--- config.mk ---
export PLATFORM = sky130hd
export DESIGN_NAME = trace_scheduler
export DESIGN_NICKNAME = d
export VERILOG_FILES = /design/src/rtl/trace_scheduler.sv
export SDC_FILE = /design/constraint.sdc
export NUM_CORES = 1
export LEC_CHECK = 0
export CAP_MARGIN = 20
export CELL_PAD_IN_SITES_DETAIL_PLACEMENT = 2
export CELL_PAD_IN_SITES_GLOBAL_PLACEMENT = 2
export CORE_UTILIZATION = 49
export DETAILED_ROUTE_END_ITERATION = 12
export GPL_TIMING_DRIVEN = 0
export PLACE_DENSITY_LB_ADDON = 0.1
export RECOVER_POWER = 50
export SKIP_CTS_REPAIR_TIMING = 1
export SLEW_MARGIN = 0
export SYNTH_ARGS = -nofsm -noshare
export SYNTH_HDL_FRONTEND = slang
export SYNTH_SLANG_ARGS = --single-unit
--- constraint.sdc ---
create_clock -name clk -period 19.5 [get_ports clk]
set_input_delay 3.9 -clock clk [delete_from_list [all_inputs] [get_ports clk]]
set_output_delay 3.9 -clock clk [all_outputs]
set_load 0.02 [all_outputs]
--- src/rtl/trace_scheduler.sv ---
`default_nettype none
// ============================================================================
// trace_scheduler : replays a timestamped trace, issuing each request once
//                   the simulated cycle counter reaches its scheduled time.
// Revision        : 1.0
// ============================================================================

package global_defs;
    typedef enum logic [1:0] {
        OP_NOP   = 2'd0,
        OP_READ  = 2'd1,
        OP_WRITE = 2'd2,
        OP_RSVD  = 2'd3
    } parsed_op_t;
endpackage

module trace_scheduler
    import global_defs::*;
#(
    parameter int ADDRESS_WIDTH = 33,
    parameter int TIME_WIDTH    = 32,
    parameter int DEPTH         = 8,
    parameter int SKIP_IDLE     = 0
) (
    input  logic                       clk,
    input  logic                       rst_n,
    input  logic                       in_valid,
    output logic                       in_ready,
    input  logic [TIME_WIDTH-1:0]      in_time,
    input  parsed_op_t                 in_op,
    input  logic [ADDRESS_WIDTH-1:0]   in_address,
    output logic                       out_valid,
    input  logic                       out_ready,
    output parsed_op_t                 out_op,
    output logic [ADDRESS_WIDTH-1:0]   out_address,
    output logic [TIME_WIDTH-1:0]      out_time,
    output logic [TIME_WIDTH-1:0]      cycle_count,
    output logic [$clog2(DEPTH):0]     occupancy,
    output logic                       order_err
);

    localparam int PTR_W = $clog2(DEPTH);
    localparam int CNT_W = PTR_W + 1;
    localparam logic [CNT_W-1:0] FULL_CNT = CNT_W'(DEPTH);

    logic [TIME_WIDTH-1:0]    time_mem [DEPTH];
    parsed_op_t               op_mem   [DEPTH];
    logic [ADDRESS_WIDTH-1:0] addr_mem [DEPTH];

    logic [PTR_W-1:0]      rd_ptr_q, rd_ptr_d;
    logic [PTR_W-1:0]      wr_ptr_q, wr_ptr_d;
    logic [CNT_W-1:0]      count_q, count_d;
    logic [TIME_WIDTH-1:0] cycle_q, cycle_d;
    logic [TIME_WIDTH-1:0] last_time_q, last_time_d;
    logic                  order_err_q, order_err_d;
    logic                  started_q;

    logic                  empty, full, push, pop;
    logic                  head_due, head_nop;
    logic [TIME_WIDTH-1:0] head_time;
    logic [TIME_WIDTH:0]   cycle_plus1;

    always_comb begin
        empty       = (count_q == '0);
        full        = (count_q == FULL_CNT);
        head_time   = time_mem[rd_ptr_q];
        head_nop    = (op_mem[rd_ptr_q] == OP_NOP);
        head_due    = !empty && (head_time <= cycle_q);
        in_ready    = started_q && !full;
        push        = in_valid && in_ready;
        out_valid   = head_due && !head_nop;
        // A due NOP retires on its own; real requests wait for the handshake.
        pop         = head_due && (head_nop || out_ready);
        cycle_plus1 = {1'b0, cycle_q} + {{TIME_WIDTH{1'b0}}, 1'b1};

        rd_ptr_d    = pop  ? rd_ptr_q + PTR_W'(1) : rd_ptr_q;
        wr_ptr_d    = push ? wr_ptr_q + PTR_W'(1) : wr_ptr_q;

        count_d = count_q;
        case ({push, pop})
            2'b10:   count_d = count_q + CNT_W'(1);
            2'b01:   count_d = count_q - CNT_W'(1);
            default: count_d = count_q;
        endcase

        if ((SKIP_IDLE != 0) && !empty && !push && ({1'b0, head_time} > cycle_plus1)) begin
            cycle_d = head_time;
        end else if (cycle_q != '1) begin
            cycle_d = cycle_plus1[TIME_WIDTH-1:0];
        end else begin
            cycle_d = cycle_q;
        end

        last_time_d = push ? in_time : last_time_q;
        order_err_d = order_err_q | (push && (in_time < last_time_q));
    end

    always_ff @(posedge clk or negedge rst_n) begin
        if (!rst_n) begin
            rd_ptr_q    <= '0;
            wr_ptr_q    <= '0;
            count_q     <= '0;
            cycle_q     <= '0;
            last_time_q <= '0;
            order_err_q <= 1'b0;
            started_q   <= 1'b0;
        end else begin
            rd_ptr_q    <= rd_ptr_d;
            wr_ptr_q    <= wr_ptr_d;
            count_q     <= count_d;
            cycle_q     <= cycle_d;
            last_time_q <= last_time_d;
            order_err_q <= order_err_d;
            started_q   <= 1'b1;
        end
    end

    // Storage needs no reset: validity is tracked entirely by count_q.
    always_ff @(posedge clk) begin
        if (push) begin
            time_mem[wr_ptr_q] <= in_time;
            op_mem[wr_ptr_q]   <= in_op;
            addr_mem[wr_ptr_q] <= in_address;
        end
    end

    assign out_op      = op_mem[rd_ptr_q];
    assign out_address = addr_mem[rd_ptr_q];
    assign out_time    = head_time;
    assign cycle_count = cycle_q;
    assign occupancy   = count_q;
    assign order_err   = order_err_q;

endmodule

`default_nettype wire

==> impl_metrics.tcl <==
set metrics [dict create \
    syn_nets 1429 \
    synth_compound_gate_area_share_pct 2.54 \
    vias_per_cell 6.22 \
    hold_depth 1 \
    synth_cell_type_count 50 \
    cts_made_buffers 67 \
    power_switching_mw 1.56 \
    pwr-share-clk_pct 26.9 \
    ant_nets 0 \
    maxSlewViolCount 79 \
    num_rows 82 \
    drt_drc_violations_left 0 \
    synth_seq_cells 612 \
    portBuffers 176 \
    synth_edf_count 536 \
    chipWidth_um 227 \
    final_util_pct 60.5 \
    min_path_type "flip-flop to flip-flop" \
    setup_viol 0 \
    status "complete, but fails checks" \
    syn_area_um2 24800 \
    synth_simple_gate_area_share_pct 2.91 \
    die-area_um2 51500 \
    synthMuxAreaShare_pct 15.4 \
    start_util_pct 49.5 \
    synth_top_family_by_area "multiplexers" \
    crit_arrival_ns 6.56 \
    grt_use_met3_pct 6.01 \
    vdd_drop_max_mv 0.111 \
    tritoncts "yes" \
    required_ns 15.60 \
    drive_gt1_share_pct 23.3 \
    fin_crit_sh_pct 53.6 \
    final_hold_viol_count 0 \
    grt_max_degree 47 \
    cts.sinks 612 \
    grt_pass1_wl_um 120000 \
    grt-busiest-layer "met2" \
    insertion_delay_ns 0.61 \
    powerDensity_nw_per_um2 150 \
    grt_overflow_total 0 \
    violations "capacitance limit, slew limit" \
    final_common_cell "edfxtp_1" \
    worstHoldStart "occupancy[3]$_DFFE_PN0P_" \
    layout_min_cycle_time_ns 10.46 \
    yosysWarnings 0 \
    cp-start-kind "flip-flop" \
    crit_fanout 10 \
    cts.clk_slew.worst_paths_ns 0.06 \
    syn_avg_cell_area_um2 19.3 \
    wl_um 83600 \
    switching_share_pct 34.5 \
    max_slew_margin_pct -104 \
    die_h_um 227 \
    gp_congestion 0.812 \
    core-area_um2 50100 \
    hold_ws_ns 0.516 \
    antenna_found_initial 10 \
    place_hpwl_um 54400 \
    synth_ff_type "edfxtp_1" \
    drtPass1Iterations 6 \
    crit_type "flip-flop to output port" \
    use_met1_pct 42.9 \
    cts_buffer_depth 3 \
    power_frac_seq_pct 35.2 \
    grt_use_total_pct 33.5 \
    worstSetupEndpointType "output port" \
    cts_max_level 3 \
    worst_pin_slew_ns 3.05 \
    r2r_end "occupancy[3]$_DFFE_PN0P_" \
    gr-usage-met2_pct 57.8 \
    fmax_ghz 0.0956 \
    ys_seq_area_share_pct 72.6 \
    grt_setup_unrepaired "false" \
    skew_ns 0.0272 \
    num_io_pins 177 \
    maxCapViolCount 2 \
    cts_root_buf "clkbuf_16" \
    wire_per_inst_um 35.7 \
    pwr-share-comb_pct 37.8 \
    via_count 14564 \
    r2r-start "rd_ptr_q[1]$_DFFE_PN0P_" \
    synthXorXnorAreaFrac_pct 1.24 \
    p_int_mw 2.98 \
    min_to "occupancy[3]$_DFFE_PN0P_" \
    netlist_instances 1288 \
    nets 1751 \
    reg2reg_slack_ns 12.80 \
    synth_adder_area_share_pct 3.56 \
    areaGrowthSynthToFinish_pct 22.1 \
    drtIter0Drc 1397 \
    cellLeakagePower_nw 10.4 \
    grt_pass1_vias 16048 \
    final_cell_mix "536 x edfxtp_1, 134 x mux4_2, 107 x clkdlybuf4s50_1" \
    r2r_cells 19 \
    ys_async_sr_fraction_pct 12.4 \
]
[Yosys cell counts (all sizes together) (2+ instances only)]
library cell | count | area, um2
a2111oi | 2 | 17.5
a211oi | 3 | 22.5
a21o | 17 | 128
a21oi | 24 | 139
and3 | 4 | 25.0
and4 | 3 | 26.3
buf | 22 | 96.3
clkbuf | 24 | 90.1
dfrtp | 76 | 1900
edfxtp | 536 | 16100
ha | 69 | 863
inv | 69 | 259
mux2 | 69 | 781
mux4 | 134 | 3020
nand2 | 56 | 210
nand2b | 3 | 18.8
nand3 | 17 | 85.1
nand4 | 17 | 106
nor2 | 20 | 75.1
nor3 | 11 | 55.1
nor3b | 2 | 15.0
nor4 | 3 | 18.8
nor4b | 2 | 17.5
o211ai | 2 | 15.0
o21a | 4 | 30.0
o21ai | 44 | 220
or2 | 3 | 18.8
or4 | 3 | 22.5
xnor2 | 30 | 263
xor2 | 5 | 43.8
[critical path, stage by stage, from the launching register on]
cell and delay [ns]:
dfrtp_1 0.39, clkbuf_1 0.46, clkbuf_1 0.65, clkbuf_1 0.88
mux4_2 0.42, mux2_2 0.33, ha_1 0.34, a21oi_2 0.14
o21ai_1 0.08, a221o_1 0.40, or4_1 0.52, a21o_1 0.27
a21oi_1 0.36, clkdlybuf4s50_1 0.70
[layer usage]
layer | part of all wire [%] | wire [um]
met1 | 39 | 32400
met2 | 52 | 43800
met3 | 5.5 | 4620
met4 | 3.3 | 2760
met5 | 0 | 0
[registers in the layout, summed over array words and instances (netlist names)]
signal       cells
time_mem       256
addr_mem       264
wr_ptr_q         3
last_time_q     32
started_q        1
op_mem          16
cycle_count     32
order_err        1
rd_ptr_q         3
occupancy        4
[worst max-delay path by stage]
stage / startpoint / endpoint
floorplan: in_valid / addr_mem[2][0]$_DFFE_PP_
global placement: in_valid / addr_mem[4][19]$_DFFE_PP_
detailed placement: rd_ptr_q[1]$_DFFE_PN0P_ / out_valid
CTS: rd_ptr_q[1]$_DFFE_PN0P_ / out_valid
global route: rd_ptr_q[1]$_DFFE_PN0P_ / out_valid
finish: rd_ptr_q[1]$_DFFE_PN0P_ / out_valid
[power groups by stage]
stage	registers [mW]	clock network [mW]	logic (mW)
global placement	1.64	0	1.52
CTS	1.60	1.24	1.72
floorplan	1.62	0	0.954
detailed placement	1.62	0	1.65
global route	1.60	1.28	1.80
finish	1.60	1.22	1.72
[kinds of logic after synthesis]
group | Yosys count
DFF | 612
buffers and inverters | 115
adders and majority gates | 70
xor gates and xnor gates | 35
and+or+nand+nor | 148
muxes | 204
AOI/OAI and AO/OA | 103
other | 1
[layout make-up]
type,count,area [um2]
clock inverter,20,91.3
antenna,6,15.0
sequential,612,18000
timing repair buffer,253,2550
clock buffer,102,1940
fill,4159,19800
multi-input combinational,561,6400
inverter,69,259
buffer,46,185
tap,672,841
[per-stage QoR]
step / instances / power (mW) / area (um2) / setup TNS, ns / worst slack [ns]
floorplan: 1288 / 2.57 / 24800 / 0 / 7.76
global placement: 2136 / 3.16 / 27400 / -120.82 / -1.48
detailed placement: 2211 / 3.27 / 28200 / 0 / 9.77
CTS: 2333 / 4.56 / 30300 / 0 / 9.09
global route: 2338 / 4.68 / 30300 / 0 / 8.96
finish: 2341 / 4.54 / 30300 / 0 / 9.04
Note: power is estimated with default switching activity, not from simulation.
